## config.mk

```make
export PLATFORM = sky130hd
export DESIGN_NAME = conv_addr_seq
export DESIGN_NICKNAME = d
export VERILOG_FILES = /design/src/rtl/conv_addr_seq.sv
export SDC_FILE = /design/constraint.sdc
export NUM_CORES = 2
export LEC_CHECK = 0
export BUFFER_PORTS_ARGS = -buffer_cell sky130_fd_sc_hd__buf_2
export CAP_MARGIN = 10
export CORE_ASPECT_RATIO = 1.1
export CORE_MARGIN = 2
export CORE_UTILIZATION = 37
export CTS_BUF_LIST = sky130_fd_sc_hd__clkbuf_8 sky130_fd_sc_hd__clkbuf_16
export DETAILED_ROUTE_END_ITERATION = 8
export GPL_ROUTABILITY_DRIVEN = 0
export GPL_TIMING_DRIVEN = 0
export PLACE_DENSITY = 0.5
export SKIP_LAST_GASP = 1
export SYNTH_ARGS = -nofsm -noshare
export SYNTH_HDL_FRONTEND = slang
export SYNTH_SLANG_ARGS = --single-unit
```

## constraint.sdc

```tcl
create_clock -name clk -period 33 [get_ports clk]
set_input_delay 6.6 -clock clk [delete_from_list [all_inputs] [get_ports clk]]
set_output_delay 6.6 -clock clk [all_outputs]
set_load 0.02 [all_outputs]
```

## src/rtl/conv_addr_seq.sv

```systemverilog
// Convolution loop-nest sequencer: walks co/orow/ocol/ci/kr/kc and emits one
// input/weight/output BRAM address triple per accepted step.
module conv_addr_seq #(
    parameter int AW   = 13,
    parameter int DIMW = 13,
    parameter int SW   = 3,
    parameter int PW   = 3
) (
    input  logic            clk,
    input  logic            rst,
    input  logic            start,
    input  logic            mode,
    input  logic [DIMW-1:0] do_ch,
    input  logic [DIMW-1:0] di,
    input  logic [DIMW-1:0] dr,
    input  logic [DIMW-1:0] dc,
    input  logic [DIMW-1:0] dkr,
    input  logic [DIMW-1:0] dkc,
    input  logic [DIMW-1:0] dr_out,
    input  logic [DIMW-1:0] dc_out,
    input  logic [SW-1:0]   stride,
    input  logic [PW-1:0]   pad,
    input  logic [AW-1:0]   inaddr,
    input  logic [AW-1:0]   waddr,
    input  logic [AW-1:0]   outaddr,
    output logic            step_valid,
    input  logic            step_ready,
    output logic [AW-1:0]   in_addr,
    output logic [AW-1:0]   w_addr,
    output logic [AW-1:0]   out_addr,
    output logic            pad_zero,
    output logic            first,
    output logic            last,
    output logic            busy,
    output logic            done,
    output logic            cfg_err
);

    localparam int TW = DIMW + 2;

    typedef enum logic [1:0] {IDLE, CHK, RUN, DONE} state_t;
    state_t state, state_n;

    logic            mode_q;
    logic [DIMW-1:0] do_q, di_q, dr_q, dc_q, dkr_q, dkc_q, dro_q, dco_q;
    logic [SW-1:0]   stride_q;
    logic [PW-1:0]   pad_q;
    logic [AW-1:0]   inb_q, wb_q, outb_q;

    logic [DIMW-1:0] co, orow, ocol, ci, kr, kc;
    logic [DIMW-1:0] co_n, orow_n, ocol_n, ci_n, kr_n, kc_n;

    logic cfg_bad, accept, final_step;
    logic kc_wrap, kr_wrap, ci_wrap, ocol_wrap, orow_wrap, co_wrap;

    // Padded extents for the kernel-fits check
    logic [TW-1:0] ext_r, ext_c;
    assign ext_r = TW'(dr_q) + TW'(pad_q) + TW'(pad_q);
    assign ext_c = TW'(dc_q) + TW'(pad_q) + TW'(pad_q);

    assign cfg_bad = (do_q == '0) || (di_q == '0) || (dr_q == '0) || (dc_q == '0) ||
                     (dkr_q == '0) || (dkc_q == '0) || (dro_q == '0) || (dco_q == '0) ||
                     (stride_q == '0) || (mode_q && (di_q != do_q)) ||
                     (TW'(dkr_q) > ext_r) || (TW'(dkc_q) > ext_c);

    assign accept    = (state == RUN) && step_valid && step_ready;
    assign kc_wrap   = (kc == dkc_q - 1'b1);
    assign kr_wrap   = (kr == dkr_q - 1'b1);
    assign ci_wrap   = mode_q || (ci == di_q - 1'b1);
    assign ocol_wrap = (ocol == dco_q - 1'b1);
    assign orow_wrap = (orow == dro_q - 1'b1);
    assign co_wrap   = (co == do_q - 1'b1);
    assign final_step = kc_wrap && kr_wrap && ci_wrap && ocol_wrap && orow_wrap && co_wrap;

    // Counter odometer, innermost kc first
    always_comb begin
        co_n   = co;
        orow_n = orow;
        ocol_n = ocol;
        ci_n   = ci;
        kr_n   = kr;
        kc_n   = kc;
        if (state == CHK) begin
            co_n = '0; orow_n = '0; ocol_n = '0; ci_n = '0; kr_n = '0; kc_n = '0;
        end else if (accept && !final_step) begin
            if (!kc_wrap) kc_n = kc + 1'b1;
            else begin
                kc_n = '0;
                if (!kr_wrap) kr_n = kr + 1'b1;
                else begin
                    kr_n = '0;
                    if (!ci_wrap) ci_n = ci + 1'b1;
                    else begin
                        ci_n = '0;
                        if (!ocol_wrap) ocol_n = ocol + 1'b1;
                        else begin
                            ocol_n = '0;
                            if (!orow_wrap) orow_n = orow + 1'b1;
                            else begin
                                orow_n = '0;
                                co_n   = co + 1'b1;
                            end
                        end
                    end
                end
            end
        end
    end

    always_comb begin
        state_n = state;
        case (state)
            IDLE:    if (start) state_n = CHK;
            CHK:     state_n = cfg_bad ? DONE : RUN;
            RUN:     if (accept && final_step) state_n = DONE;
            DONE:    state_n = IDLE;
            default: state_n = IDLE;
        endcase
    end

    // Address datapath evaluated on the next-step counters so outputs can be registered
    logic [DIMW-1:0] ci_e;
    logic [TW-1:0]   r_u, c_u;
    logic            tap_out;
    logic [AW-1:0]   in_nxt, w_nxt, out_nxt;
    logic            first_nxt, last_nxt;

    always_comb begin
        ci_e    = mode_q ? co_n : ci_n;
        r_u     = TW'(orow_n) * TW'(stride_q) + TW'(kr_n) - TW'(pad_q);
        c_u     = TW'(ocol_n) * TW'(stride_q) + TW'(kc_n) - TW'(pad_q);
        tap_out = ($signed(r_u) < 0) || ($signed(r_u) >= $signed(TW'(dr_q))) ||
                  ($signed(c_u) < 0) || ($signed(c_u) >= $signed(TW'(dc_q)));
        in_nxt  = tap_out ? '0 :
                  inb_q + (AW'(ci_e) * AW'(dr_q) + AW'(r_u)) * AW'(dc_q) + AW'(c_u);
        if (mode_q)
            w_nxt = wb_q + (AW'(co_n) * AW'(dkr_q) + AW'(kr_n)) * AW'(dkc_q) + AW'(kc_n);
        else
            w_nxt = wb_q + ((AW'(co_n) * AW'(di_q) + AW'(ci_n)) * AW'(dkr_q) + AW'(kr_n))
                    * AW'(dkc_q) + AW'(kc_n);
        out_nxt   = outb_q + (AW'(co_n) * AW'(dro_q) + AW'(orow_n)) * AW'(dco_q) + AW'(ocol_n);
        first_nxt = (mode_q || (ci_n == '0)) && (kr_n == '0) && (kc_n == '0);
        last_nxt  = (mode_q || (ci_n == di_q - 1'b1)) && (kr_n == dkr_q - 1'b1) &&
                    (kc_n == dkc_q - 1'b1);
    end

    always_ff @(posedge clk) begin
        if (rst) begin
            state <= IDLE;
            co <= '0; orow <= '0; ocol <= '0; ci <= '0; kr <= '0; kc <= '0;
        end else begin
            state <= state_n;
            co <= co_n; orow <= orow_n; ocol <= ocol_n;
            ci <= ci_n; kr <= kr_n; kc <= kc_n;
        end
    end

    always_ff @(posedge clk) begin
        if (rst) begin
            mode_q <= 1'b0;
            do_q <= '0; di_q <= '0; dr_q <= '0; dc_q <= '0;
            dkr_q <= '0; dkc_q <= '0; dro_q <= '0; dco_q <= '0;
            stride_q <= '0; pad_q <= '0;
            inb_q <= '0; wb_q <= '0; outb_q <= '0;
        end else if (state == IDLE && start) begin
            mode_q <= mode;
            do_q <= do_ch; di_q <= di; dr_q <= dr; dc_q <= dc;
            dkr_q <= dkr; dkc_q <= dkc; dro_q <= dr_out; dco_q <= dc_out;
            stride_q <= stride; pad_q <= pad;
            inb_q <= inaddr; wb_q <= waddr; outb_q <= outaddr;
        end
    end

    always_ff @(posedge clk) begin
        if (rst) begin
            step_valid <= 1'b0;
            in_addr    <= '0;
            w_addr     <= '0;
            out_addr   <= '0;
            pad_zero   <= 1'b0;
            first      <= 1'b0;
            last       <= 1'b0;
            busy       <= 1'b0;
            done       <= 1'b0;
            cfg_err    <= 1'b0;
        end else begin
            done <= 1'b0;
            case (state)
                IDLE: if (start) begin
                    busy    <= 1'b1;
                    cfg_err <= 1'b0;
                end
                CHK: if (cfg_bad) begin
                    busy    <= 1'b0;
                    done    <= 1'b1;
                    cfg_err <= 1'b1;
                end else begin
                    step_valid <= 1'b1;
                    in_addr    <= in_nxt;
                    w_addr     <= w_nxt;
                    out_addr   <= out_nxt;
                    pad_zero   <= tap_out;
                    first      <= first_nxt;
                    last       <= last_nxt;
                end
                RUN: if (accept) begin
                    if (final_step) begin
                        step_valid <= 1'b0;
                        busy       <= 1'b0;
                        done       <= 1'b1;
                    end else begin
                        in_addr  <= in_nxt;
                        w_addr   <= w_nxt;
                        out_addr <= out_nxt;
                        pad_zero <= tap_out;
                        first    <= first_nxt;
                        last     <= last_nxt;
                    end
                end
                default: ;
            endcase
        end
    end

endmodule

```

==> impl_results.md <==
- Vias in the first global route: 41,999
- Synth Area in Adders: 0.383
- Antenna violations before repair: 10
- Num ports: 200
- CP required: 33.54 ns
- Slew HR: 0.0581
- Main combinational cell family by area after synthesis: adder cells
- Synth async-reset ratio: 0
- Core ar.: 128,000 um2
- Minimum clock period: 24.73 ns
- Diodes inserted: 0
- Fin nets: 7,404
- Critical Path Most Common Cell: fa_1
- Simple-Gate Fraction of Synth Area: 0.210
- Synth Flop Type: dfxtp_1
- Initial Util: 0.372
- Critical Path Sink Type: register
- Post-synth cell types: 100
- TritonCTS Sinks: 276
- Cell area after layout: 52,300 um2
- Die Area: 132,000 um2
- Post-synthesis compound-gate area fraction: 0.0860
- Clk buf depth: 3
- Crit start category: input pin
- DRC Markers: 0
- Period Utilization, post-route: 0.749
- DRT iter0 DRCs: 3,200
- Sequential Power Share: 0.198
- Worst Hold End: wb_q[4]
- Synth Net Count: 7,157
- Gr usage total: 0.275
- YS warnings: 0
- Hold path cells: 2
- Root buffer cell: clkbuf_16
- Gate power share: 0.591
- Clk pwr share: 0.211
- Per-cell routed wire length: 23.2 um
- Clk pin slew, worst setup/hold paths: 0.07 ns
- EDFF count, synth: 0
- Max Fclk: 0.0404 GHz
- Setup slack, reg-to-reg: 11.43 ns
- Die W: 347 um
- Switching power: 0.00112 W
- Clk Latency, worst-skew pair: 0.64 ns
- Post-Syn Instances: 5,903
- Max FO, Critical Path: 10
- WP data arrival: 25.27 ns
- Final setup vio count: 0
- Worst Hold Launch: wb_q[4]
- Synth Register Bits: 276
- DP Worst Slack: 7.99 ns
- Chip height: 381 um
- Antenna Nets Post-Route: 0
- Max Clock Skew: 0.0355 ns
- Sw Ratio: 0.505
- Measured slew at the worst slew-check pin: 1.40 ns
- CTS Buf Count: 41
- PortBufs: 198
- Max cap viols: 0
- # resized after CTS: 0
- Largest net degree at the start of global routing: 12
- Uppermost routed layer: met5
- Sequential area share after synthesis: 0.116
- Power density over the cells: 42.4 nW/um2
- Leak: 24.0 nW
- DRT Pass-1 Iters: 8
- Final Hold Fails: 0
- Reg2reg start: dkc_q[0]
- RSZ-0062 raised after global routing: no
- Rows: 138
- Status: finished, final reports clean
- Total Neg Setup Slack: 0 ns
- Post-place instance area: 51,000 um2
- Vias: 41,294
- Grt total ovfl: 0
- CTS H-tree depth: 2
- Mapped Area: 47,800 um2
- Post-Route M1 WL: 76,000 um
- Cell internal pwr: 0.00110 W
- Peak VDD IR: 0.0322 mV
- Multiplexer area fraction after synthesis: 0.00646
- First-pass GRT wire length: 271,000 um
- Setup WS post-layout: 8.27 ns
- Setup CP Type: input pin to register
- Vias per cell: 5.25
- Met3 WL post-DR: 13,500 um
- CTS tree: built
- Post-synthesis xor/xnor area fraction: 0.101
- Area grow syn2layout: 9.47%
- Routed Wire Length: 182,000 um
- Share of cells above drive strength 1: 0.0545
- Worst min path class: register to register
- # hold bufs at CTS: 0
- CP max-delay cell: xnor2_1
- CP peak stage delay: 0.97 ns
- Setup bufs post-CTS: 0
- Met2 WL: 84,200 um
- Register-to-Register Path Depth: 66
- Syn_area_per_cell: 8.10 um2
- Reg2reg end: w_addr[12]
- Fin. max-slew vios: 0
- Post-DP HPWL: 151,000 um
==> per-layer routing <==
metal	up-vias	GRT usage
li1	19171	-
met1	20327	0.358
met2	1459	0.453
met3	333	0.0466
met4	4	0.110
met5	-	0
==> cell usage after synthesis, types with 65 or more instances <==
library cell  instances  share of area
nand2b_1             83          0.011
o21ai_0              87         0.0091
and2_1              294          0.038
nor3_1              120          0.013
xor2_1              113          0.021
inv_1               952          0.075
nor2b_1              65         0.0085
dfxtp_1             276           0.12
a21oi_1             320          0.033
fa_1                606           0.25
nor2_1              296          0.023
xnor2_1             399          0.073
nand2_1             871          0.068
ha_1                494           0.13
nand3_1              70         0.0073
clkbuf_1            251          0.020
==> metrics by stage <==
stage,util,instances,power (W),hold slack (ns)
floorplan,-,5903,0.00128,0.436
global placement,0.396,7781,0.00173,0.444
detailed placement,0.397,7786,0.00174,0.449
CTS,0.407,7859,0.00223,0.456
global route,0.408,7860,0.00237,0.473
finish,0.408,7860,0.00222,0.455
==> worst max-delay path by stage <==
stage                           from    endpoint  slack, ns  cells after the start
after global placement    step_ready  w_addr[12]       8.03                     62
after floorplan           step_ready  w_addr[12]      11.33                     62
final                     step_ready  w_addr[12]       8.27                     62
after CTS                 step_ready  w_addr[12]       8.56                     62
after global routing      step_ready  w_addr[12]       7.87                     62
after detailed placement  step_ready  w_addr[12]       7.99                     60
==> power by group through the flow <==
stage	combinational (W)	clock, W	sequential, W
after floorplan	0.000862	0	0.000422
after global placement	0.00129	0	0.000444
after detailed placement	0.00130	0	0.000444
after CTS	0.00131	0.000481	0.000437
after global routing	0.00144	0.000489	0.000443
final	0.00131	0.000468	0.000439
==> cell usage in the layout (no fill, tap or decap), types with 113 or more instances in the layout <==
master / count
fa_1: 606
a21oi_1: 320
nor3_1: 120
inv_1: 958
xor2_1: 113
nand2_1: 871
dfxtp_1: 276
and2_1: 294
ha_1: 494
buf_2: 217
clkbuf_1: 249
xnor2_1: 399
nor2_1: 296
==> final cells by class <==
| cell class | count | area, um2 |
|---|---|---|
| plain buffers | 286 | 1110 |
| repair buffers | 204 | 1050 |
| well taps | 1680 | 2100 |
| clock buffers | 51 | 1160 |
| inverters | 956 | 3590 |
| flip-flops and latches | 276 | 5530 |
| fillers | 13483 | 76100 |
| multi-input cells | 4385 | 37600 |
| clock inverters | 22 | 201 |
==> logic make-up (layout without fill, tap and decap cells) <==
logic type                 Yosys count  count (layout)
buffers and inverters             1242            1519
and+or+nand+nor                   2059            2059
DFF                                276             276
xor gates and xnor gates           527             527
AOI/OAI and AO/OA                  669             669
adders and majority gates         1100            1100
muxes                               30              30
==> critical path, delay by kind of cell <==
kind            cells  cell delay [ns]
compound gates      8             1.35
simple gates       11             2.43
xor+xnor            7             3.03
buf+inv            15             2.60
mux                 1             0.13
fa+ha+maj          20             9.12
Power figures use the tool's default switching activity.
